[src/rtl/dice_roll_ctrl.sv]
// Dice roll sequencer: button arbitration, fast spin, tick-paced settle, and timed result display.
// Optional macro ROLL_COUNT_EN adds a saturating completed-roll counter on roll_count.
module dice_roll_ctrl #(
  parameter int SETTLE_STEPS = 8,
  parameter int SHOW_TICKS   = 96
) (
  input  logic       clk,
  input  logic       rst_n,
  input  logic       tick,
  input  logic [6:0] btn,
  output logic [3:0] digit10,
  output logic [3:0] digit1,
  output logic       display_en,
  output logic [2:0] die_sel,
  output logic       result_valid,
  output logic       busy,
  output logic [7:0] roll_count
);

  typedef enum logic [1:0] {IDLE, ROLLING, SETTLE, SHOW} state_t;

  state_t     state_reg, state_next;
  logic       any_q;
  logic [7:0] value_reg, value_next;
  logic [2:0] sel_reg, sel_next;
  logic [7:0] settle_cnt_reg, settle_cnt_next;
  logic [7:0] show_cnt_reg, show_cnt_next;
  logic       valid_reg, valid_next;
  logic [2:0] grant;
  logic       new_press;
  logic [7:0] btn_ext;

  // Die size as two BCD digits; d100 is encoded as 00.
  function automatic logic [7:0] sides_bcd(input logic [2:0] sel);
    case (sel)
      3'd0:    return 8'h04;
      3'd1:    return 8'h06;
      3'd2:    return 8'h08;
      3'd3:    return 8'h10;
      3'd4:    return 8'h12;
      3'd5:    return 8'h20;
      3'd6:    return 8'h00;
      default: return 8'h04;
    endcase
  endfunction

  function automatic logic [7:0] step_bcd(input logic [7:0] v, input logic [7:0] top);
    if (v == 8'h01)
      return top;
    if (v[3:0] == 4'd0)
      return {(v[7:4] == 4'd0) ? 4'd9 : v[7:4] - 4'd1, 4'd9};
    return {v[7:4], v[3:0] - 4'd1};
  endfunction

  assign new_press = (|btn) && !any_q;
  assign btn_ext   = {1'b0, btn};

  always_comb begin
    grant = 3'd0;
    for (int i = 6; i >= 0; i--) begin
      if (btn[i]) grant = 3'(i);
    end
  end

  always_ff @(posedge clk) begin
    // any_q follows the buttons through reset so a held button never looks new.
    any_q <= |btn;
    if (!rst_n) begin
      state_reg      <= IDLE;
      value_reg      <= 8'h01;
      sel_reg        <= 3'd0;
      settle_cnt_reg <= 8'd0;
      show_cnt_reg   <= 8'd0;
      valid_reg      <= 1'b0;
    end else begin
      state_reg      <= state_next;
      value_reg      <= value_next;
      sel_reg        <= sel_next;
      settle_cnt_reg <= settle_cnt_next;
      show_cnt_reg   <= show_cnt_next;
      valid_reg      <= valid_next;
    end
  end

  always_comb begin
    state_next      = state_reg;
    value_next      = value_reg;
    sel_next        = sel_reg;
    settle_cnt_next = settle_cnt_reg;
    show_cnt_next   = show_cnt_reg;
    valid_next      = 1'b0;
    case (state_reg)
      IDLE: begin
        if (new_press) begin
          state_next = ROLLING;
          sel_next   = grant;
          value_next = sides_bcd(grant);
        end
      end
      ROLLING: begin
        // Release takes the transition only; no step on that edge.
        if (!btn_ext[sel_reg]) begin
          state_next      = SETTLE;
          settle_cnt_next = 8'(SETTLE_STEPS);
        end else begin
          value_next = step_bcd(value_reg, sides_bcd(sel_reg));
        end
      end
      SETTLE: begin
        if (tick) begin
          value_next      = step_bcd(value_reg, sides_bcd(sel_reg));
          settle_cnt_next = settle_cnt_reg - 8'd1;
          if (settle_cnt_reg == 8'd1) begin
            state_next    = SHOW;
            valid_next    = 1'b1;
            show_cnt_next = 8'(SHOW_TICKS);
          end
        end
      end
      SHOW: begin
        // A new press beats the final display tick.
        if (new_press) begin
          state_next = ROLLING;
          sel_next   = grant;
          value_next = sides_bcd(grant);
        end else if (tick) begin
          show_cnt_next = show_cnt_reg - 8'd1;
          if (show_cnt_reg == 8'd1) state_next = IDLE;
        end
      end
      default: state_next = IDLE;
    endcase
  end

  assign digit10      = value_reg[7:4];
  assign digit1       = value_reg[3:0];
  assign die_sel      = sel_reg;
  assign result_valid = valid_reg;
  assign display_en   = (state_reg == SETTLE) || (state_reg == SHOW);
  assign busy         = (state_reg == ROLLING) || (state_reg == SETTLE);

`ifdef ROLL_COUNT_EN
  logic [7:0] count_reg;

  always_ff @(posedge clk) begin
    if (!rst_n)
      count_reg <= 8'd0;
    else if (valid_next && count_reg != 8'hFF)
      count_reg <= count_reg + 8'd1;
  end

  assign roll_count = count_reg;
`else
  assign roll_count = 8'd0;
`endif

endmodule

[config.mk]
export PLATFORM = sky130hd
export DESIGN_NAME = dice_roll_ctrl
export DESIGN_NICKNAME = d
export VERILOG_FILES = /design/src/rtl/dice_roll_ctrl.sv
export SDC_FILE = /design/constraint.sdc
export NUM_CORES = 1
export LEC_CHECK = 0
export CORE_UTILIZATION = 50
export DETAILED_ROUTE_END_ITERATION = 8
export PLACE_DENSITY = 0.72
export REMOVE_ABC_BUFFERS = 1
export SLEW_MARGIN = 20
export SYNTH_ARGS = -nofsm -noshare
export SYNTH_HDL_FRONTEND = slang
export SYNTH_SLANG_ARGS = --single-unit
[constraint.sdc]
create_clock -name clk -period 2.8 [get_ports clk]
set_input_delay 0.56 -clock clk [delete_from_list [all_inputs] [get_ports clk]]
set_output_delay 0.56 -clock clk [all_outputs]
set_load 0.02 [all_outputs]
### Word-level counts from Yosys, hierarchy flattened

Cells that the tools add are included.

* register bits after elaboration: 31
* output and inout bits: 22
* word-level logic and storage cells: 112

* $add $sub $neg: 4
* magnitude comparators: 1
* equality and inequality tests: 30
* muxes and demuxes: 51
* reductions and logical operators: 18

Operators with widths (number)
* 2-to-1 mux 8 bit: 15
* case mux 6 bit (6 select lines): 2
* case mux 8 bit (2 select lines): 2
* == test 8 x 1 -> 1 bit (second input constant): 3
* case mux 8 bit (3 select lines): 1
* 2-to-1 mux 3 bit: 7
* == test 3 bit (second input constant): 6
* subtractor 8 x 1 -> 8 bit (second input constant): 2
* 2-to-1 mux 1 bit: 14
* 2-to-1 mux 2 bit: 7
* != test 2 bit (second input constant): 7
* == test 3 x 2 -> 1 bit (second input constant): 4
* != test 3 bit (second input constant): 4
* AND reduction 5 bit: 2
* AND reduction 3 bit: 3
* logical NOT 4 bit: 2
* case mux 2 bit (4 select lines): 1
* subtractor 4 x 1 -> 4 bit (second input constant): 2
* OR reduction 7 bit: 1
* == test 3 x 1 -> 1 bit (second input constant): 2
* AND reduction 6 bit: 1
* == test 2 bit (second input constant): 2
* less-than comparator 3 x 4 -> 1 bit (second input constant): 1
* 2-to-1 mux 4 bit: 1
* other kinds (10): 12

### Depth between registers and ports, before layout

Gate-level depths: netlist of the first run.

* depth in word-level cells: 11
* depth in mapped cells: 9
* mapped depth without buffers: 8

### Worst setup path before layout of the first run

OpenSTA, ideal clock, no wires.

* path type: reg-to-reg
* start: reg sel_reg[0] (netlist: die_sel[0])
* end: reg value_reg[6]
* data arrival time: 1970 ps
* required time: 2684 ps
* path slack: 714 ps
* stages on the path, launching flop included: 8
* buffers on the path: 1
* cells stage by stage: dfxtp_1 -> clkbuf_1 -> nand3b_1 -> o211ai_1 -> a21oi_1 -> nor4_4 -> o21ai_0 -> a31o_2

* longest elaborated chain between the ends: 4

Ends and longest elaborated chain
* from (decl): line 25 `logic [2:0] sel_reg, sel_next;`
* from (signal assigned): line 78 `sel_reg <= sel_next;`
* binary-select mux 1 bit (select 3 bit): line 102 `if (!btn_ext[sel_reg]) begin`
* 2-to-1 mux 1 bit (implied by the code): line 102
* != test 2 bit (no line)
* AND reduction 5 bit (no line)
* to (signal assigned): line 77 `value_reg <= value_next;`
* to (decl): line 24 `logic [7:0] value_reg, value_next;`

No other way between the ends. The select of a mux whose other input is x is not followed.
A chain may end at the register's enable or synchronous reset.

### Worst setup path in the final report of the first run

* start: reg state_reg[0]
* end: out busy

* longest elaborated chain between the ends: 2

Ends and longest elaborated chain
* from (decl): line 22 `state_t state_reg, state_next;`
* from (signal assigned): line 76 `state_reg <= state_next;`
* == test 2 x 1 -> 1 bit or == test 2 bit (tied branches): line 140 `assign busy = (state_reg == ROLLING) || (state_reg == SETTLE);`
* logical OR 1 bit *: line 140
* to (decl): line 16 `output logic busy,`

Every way passes the cells marked *; elsewhere a longest branch is shown, timed or not.

==> out/metrics.cfg, run 1 <==
[outcome]
outcome=finished, final reports clean

[floorplan]
core-area_um2=4030
die_y_um=67.1
initial_core_util_pct=52.6
row_count=23
pin_count=32
die_x_um=67.1
die-area_um2=4500

[place]
dp_hpwl_um=3550
port_buffers=23
dp.cells=343
globalplace.congestion=0.856
place_area_um2=2410

[routing]
wirelength_um=4760
drt_pre_antenna_iters=4
via_per_inst=5.68
wl_per_cell_um=13.6
num_vias=1988
drt_iter0_drc=100
ant_nets=0
post-route-drc-count=0

[finish]
drive_gt1_share_pct=9.00
final_area_um2=2490
instances_no_fill=350
syn2layout_area_growth_pct=17.7
nets=319
fin_util_pct=61.9
diodes=0

[worst_setup_path]
start_kind=flop
slowest_delay_ns=0.68
critical_path_buf_inv_count=2
cp_slowest_cell=clkdlybuf4s50_1
cp_cell_sequence=inv_1 -> ha_1 -> clkdlybuf4s50_1
crit_path_end_kind=output port
critPathArrivalTime_ns=1.99
critPathKind=reg2out
critical_path_required_ns=2.24
crit_fanout=13
cp_top_family=buffers and inverters

[flow_run]
drv_cap=0

[cts]
h-tree-depth=2
cts.sinks=31
cts_resized=0
postCtsSetupRepairBufs=0
cts-root-buf=clkbuf_8
clk_path_buf_depth=2
cts_tree=done
clkLatencyLatePin_ns=0.28
clkSlewWorstSetupHoldPaths_ns=0.07
cts_buffers=5
ctsHoldBuffers=0

[sta]
fin_skew_ns=0.00537
rsz0062_at_grt=no
hold_viol=0
whs_ns=0.480
setup_violations=0
slew_headroom_pct=63.6
fmax_mhz=392
finalCriticalPeriod_ns=2.55
finalSetupTns_ns=0
fin_crit_sh_pct=91.2
tightest_slew_ns=0.540
maxSlewViolCount=0

[yosys]
syn_area_um2=2120
ys_types=55
synthMuxAreaShare_pct=4.31
synth.avg_cell_area_um2=7.82
synth_compound_area_share_pct=21.5
async_reset_ff_share_pct=0
synth_xor_area_share_pct=3.31
synthCells=271
yosys_warnings=0
synth-adder-area-share_pct=5.31
synth_top_family_by_area=simple AND/OR/NAND/NOR gates
synth-edff-count=0
synth-seq-cells=31
yosys_most_used_dff=dfxtp_1
yosysSeqAreaShare_pct=29.3
yosys.area_share.simple_pct=28.4

[power]
power_leakage_uw=0.000915
power_density_nw_per_um2=627
peakVddDrop_mv=0.362

[grt]
grt_usage_pct=23.3
grt_first_pass_wirelength_um=7890
grt_max_degree=20
antenna_found_initial=0
grt_pass1_vias=1759
overflow=0

[hold_path]
hp-class=reg2reg

==> where the power goes <==
| part | internal, uW | switching (uW) | total [uW] | leakage [uW] |
|---|---|---|---|---|
| sequential | 496 | 78.5 | 575 | 0.000251 |
| clock | 193 | 162 | 354 | 0.0000470 |
| combinational | 271 | 365 | 636 | 0.000618 |
| total | 960 | 605 | 1570 | 0.000915 |
==> layout by cell type, fill, tap and decap left out, types with 6 or more instances in the layout <==
cell             netlist  final
mux2i_1                8      8
clkbuf_8               0      6
nor3_1                12     12
conb_1                 1      8
nor2_1                32     32
nand3_1               11     11
clkdlybuf4s50_1        0     23
inv_1                 17     17
nand2_1               18     18
a21oi_1               15     15
ha_1                   9      9
buf_4                  9      9
dfxtp_1               31     31
xnor2_1                6      6
nand2b_1               6      6
o21ai_0               19     19
o211ai_1               6      6
==> through the flow <==
| stage | setup slack, ns | power [uW] |
|---|---|---|
| 6_report | 0.247 | 1570 |
| 5_1_grt | 0.119 | 1670 |
| 4_1_cts | 0.232 | 1580 |
| 3_5_place_dp | 0.0809 | 1220 |
| 3_3_place_gp | 0.121 | 1210 |
| 2_1_floorplan | 0.687 | 1020 |
==> Yosys cell counts, drive strengths merged (2+ instances only) <==
master	instances	share of area, %
o211ai	6	2.1
inv	17	3.0
nor2	32	5.7
mux2i	8	3.8
o31ai	2	0.71
a21oi	15	3.5
o22ai	2	0.59
xor2	2	0.83
nor3	13	3.3
nand2	18	3.2
nand2b	6	1.8
ha	9	5.3
or3	4	1.2
dfxtp	31	29
and3	2	0.59
nor3b	2	0.71
buf	10	3.4
nor4	5	2.2
a31oi	5	1.5
nand3b	5	1.8
or4	4	1.8
nand3	12	3.4
o21ai	19	4.5
nor2b	4	1.2
xnor2	6	2.5
o41ai	4	2.9
clkbuf	7	1.2
and2	2	0.65
==> kinds of logic after synthesis <==
kind of cell,count (synthesis)
simple gates,112
buf+inv,34
other cells,1
xor+xnor,8
flops,31
compound gates,67
mux,9
fa+ha+maj,9
==> layer usage <==
metal	GRT usage, %	share of wire (%)
met1	30.0	49
met2	38.0	47
met3	4.79	3.2
met4	8.24	1.2
met5	0	0
==> cell type report <==
cell class,count,area (um^2)
multi-input cells,213,1360
inverters,17,63.8
clock inverters,1,5.00
fillers,373,1530
flip-flops and latches,31,621
clock buffers,6,82.6
well taps,50,62.6
repair buffers,32,298
==> final timing paths <==
path                                     start                      endpoint  slack (ns)  depth (start not counted)
hold / removal    show_cnt_reg[6]$_SDFFE_PN0P_  show_cnt_reg[6]$_SDFFE_PN0P_        0.48                          2
hold reg to reg   show_cnt_reg[6]$_SDFFE_PN0P_  show_cnt_reg[6]$_SDFFE_PN0P_        0.48                          2
setup reg to reg       die_sel[1]$_SDFFE_PN0P_     value_reg[6]$_SDFFE_PN0P_        0.51                          6
setup / recovery     state_reg[0]$_SDFFE_PN0P_                          busy        0.25                          3
==> worst reg2reg max path, delay by kind of cell, from the launching register on <==
| family | cells | cell delay [ns] |
|---|---|---|
| flops | 1 | 0.59 |
| mux | 1 | 0.14 |
| simple gates | 1 | 0.46 |
| compound gates | 4 | 1.01 |
No activity file was read; power rests on OpenSTA's default activity.
==> run 2, diff against run 1 <==
CELL_PAD_IN_SITES_DETAIL_PLACEMENT = 1   (was unset)
CELL_PAD_IN_SITES_GLOBAL_PLACEMENT = 1   (was unset)
CORE_UTILIZATION = 40   (was 50)
PLACE_DENSITY = 0.77   (was 0.72)
==> run 2 against run 1 <==
Effect of this change: sequential cell count unchanged; setup slack worse by 0.032 ns; sequential share of layout area down 0.54 points; routed wire length up 20%; maximum frequency down 1.2%; core utilization down 12 points; total power up 9.2%; register-to-register slack worse by 0.04 ns.
==> out/metrics.cfg, run 2 (synthesis gave the netlist of run 1 again) <==
[grt]
grt_max_degree=19  ; -5.0%
grt_pass1_vias=1984  ; +13%
grt_usage_pct=22.2  ; -1.1 points
overflow=0  ; unchanged
grt_first_pass_wirelength_um=9230  ; +17%
antenna_found_initial=0  ; unchanged

[routing]
post-route-drc-count=0  ; unchanged
drt_iter0_drc=49  ; -51%
wl_per_cell_um=15.4  ; +13%
ant_nets=0  ; unchanged
num_vias=2037  ; +2.5%
wirelength_um=5720  ; +20%
drt_pre_antenna_iters=4  ; unchanged
via_per_inst=5.49  ; -3.3%

[floorplan]
die_y_um=74.8  ; +11%
row_count=26  ; +13%
die-area_um2=5590  ; +24%
core-area_um2=5110  ; +27%
initial_core_util_pct=41.5  ; -11 points
die_x_um=74.8  ; +11%
pin_count=32  ; unchanged

[power]
power.switching_uw=647  ; +6.9%
power_leakage_uw=0.000930  ; +1.6%
swShare_pct=37.9  ; -0.80 points
p_clk_share_pct=27.3  ; +4.7 points
pwr-share-seq_pct=33.7  ; -3.0 points
comb_power_share_pct=39.0  ; -1.6 points
intPower_uw=1060  ; +11%
power_density_nw_per_um2=670  ; +6.8%
peakVddDrop_mv=0.388  ; +7.1%

[worst_setup_path]
crit_path_end=busy
rr_worst_depth=6  ; unchanged
crit_path_end_kind=output port
critPathKind=reg2out
cp_cell_sequence=inv_1 -> ha_1 -> clkdlybuf4s50_1
r2r-start=die_sel[1]$_SDFFE_PN0P_
startpoint=state_reg[1]$_SDFFE_PN0P_
cp_top_family=buffers and inverters
r2r_setup_slack_ns=0.47  ; -0.04 ns
cp.depth=3  ; unchanged
reg2reg_to=value_reg[6]$_SDFFE_PN0P_
slowest_delay_ns=0.68  ; about the same
critical_path_required_ns=2.24  ; about the same
crit_fanout=13  ; unchanged
critPathArrivalTime_ns=2.02  ; +0.03 ns
cp_slowest_cell=clkdlybuf4s50_1
critical_path_buf_inv_count=2  ; unchanged
start_kind=flop

[sta]
hold_viol=0  ; unchanged
maxSlewViolCount=0  ; unchanged
setup_slack_ns=0.215  ; -0.0322 ns
setup_violations=0  ; unchanged
slew_headroom_pct=60.7  ; -2.9 points
finalCriticalPeriod_ns=2.58  ; +0.0322 ns
whs_ns=0.478  ; -0.00280 ns
fin_crit_sh_pct=92.3  ; +1.2 points
rsz0062_at_grt=no
finalSetupTns_ns=0  ; unchanged
fmax_mhz=387  ; -1.2%
tightest_slew_ns=0.588  ; +0.0477 ns
fin_skew_ns=0.00848  ; +0.00312 ns

[finish]
drive_gt1_share_pct=9.30  ; +0.30 points
final_cell_mix=nor2_1, dfxtp_1, clkdlybuf4s50_1, o21ai_0, nand2_1
diodes=0  ; unchanged
mostFrequentLayoutCell=nor2_1
syn2layout_area_growth_pct=20.3
fin_util_pct=49.9  ; -12 points
nets=319  ; unchanged

[cts]
clk_path_buf_depth=2  ; unchanged
cts.sinks=31  ; unchanged
cts_tree=done
cts_resized=0  ; unchanged
postCtsSetupRepairBufs=0  ; unchanged
clkLatencyLatePin_ns=0.29  ; about the same
cts_buffers=5  ; unchanged
ctsHoldBuffers=0  ; unchanged
cts-root-buf=clkbuf_8
h-tree-depth=2  ; unchanged
clkSlewWorstSetupHoldPaths_ns=0.07  ; about the same

[place]
port_buffers=23  ; unchanged
dp_hpwl_um=4390  ; +24%
place_ws_ns=0.00161  ; -0.0793 ns
globalplace.congestion=0.754  ; -12%

[hold_path]
hp-class=reg2reg
hold_depth=2  ; unchanged

[flow_run]
drv_cap=0  ; unchanged

[outcome]
outcome=finished, final reports clean

## run 2: changes by cell type in the layout (fill, tap and decap cells not counted)
| cell | delta |
|---|---|
| bufinv_16 | +1 |
## run 2: layer usage
metal / global-route usage (%) / up-vias / part of all wire [%]
met5: 0 / - / 0
met4: 6.92 / 0 / 1.2
met3: 3.75 / 7 / 2.9
met2: 40.3 / 39 / 50
met1: 26.6 / 978 / 46
li1: - / 1013 / -
## run 2: power groups by stage
stage          sequential, uW  clock, uW  combinational [uW]
2_1_floorplan             593          0                 428
3_3_place_gp              584          0                 652
3_5_place_dp              585          0                 668
4_1_cts                   576        479                 674
5_1_grt                   585        488                 740
6_report                  575        466                 667
## run 2: area by class of cell
| type | instances | area, um^2 |
|---|---|---|
| tap | 70 | 87.6 |
| multi-input combinational | 213 | 1360 |
| timing repair buffer | 32 | 298 |
| fill | 651 | 2560 |
| clock inverter | 2 | 35.0 |
| clock buffer | 6 | 82.6 |
| inverter | 17 | 63.8 |
| sequential | 31 | 621 |
## run 2: tightest hold or removal path, cell delays in order (launching register included)
cell     delay, ns
dfxtp_1       0.32
o41ai_2       0.05
a21oi_1       0.06
## run 2: worst min path at each step
stage	startpoint	endpoint	slack, ns
floorplan	show_cnt_reg[6]$_SDFFE_PN0P_	show_cnt_reg[6]$_SDFFE_PN0P_	0.44
global placement	show_cnt_reg[6]$_SDFFE_PN0P_	show_cnt_reg[6]$_SDFFE_PN0P_	0.46
detailed placement	show_cnt_reg[6]$_SDFFE_PN0P_	show_cnt_reg[6]$_SDFFE_PN0P_	0.46
CTS	show_cnt_reg[6]$_SDFFE_PN0P_	show_cnt_reg[6]$_SDFFE_PN0P_	0.47
global route	show_cnt_reg[6]$_SDFFE_PN0P_	show_cnt_reg[6]$_SDFFE_PN0P_	0.49
finish	show_cnt_reg[6]$_SDFFE_PN0P_	show_cnt_reg[6]$_SDFFE_PN0P_	0.48
## run 2: through the flow
step	cells	area [um^2]	power, uW
floorplan	261	2050	1020
global placement	363	2430	1240
detailed placement	363	2430	1250
CTS	371	2550	1730
global route	371	2550	1810
finish	371	2550	1710
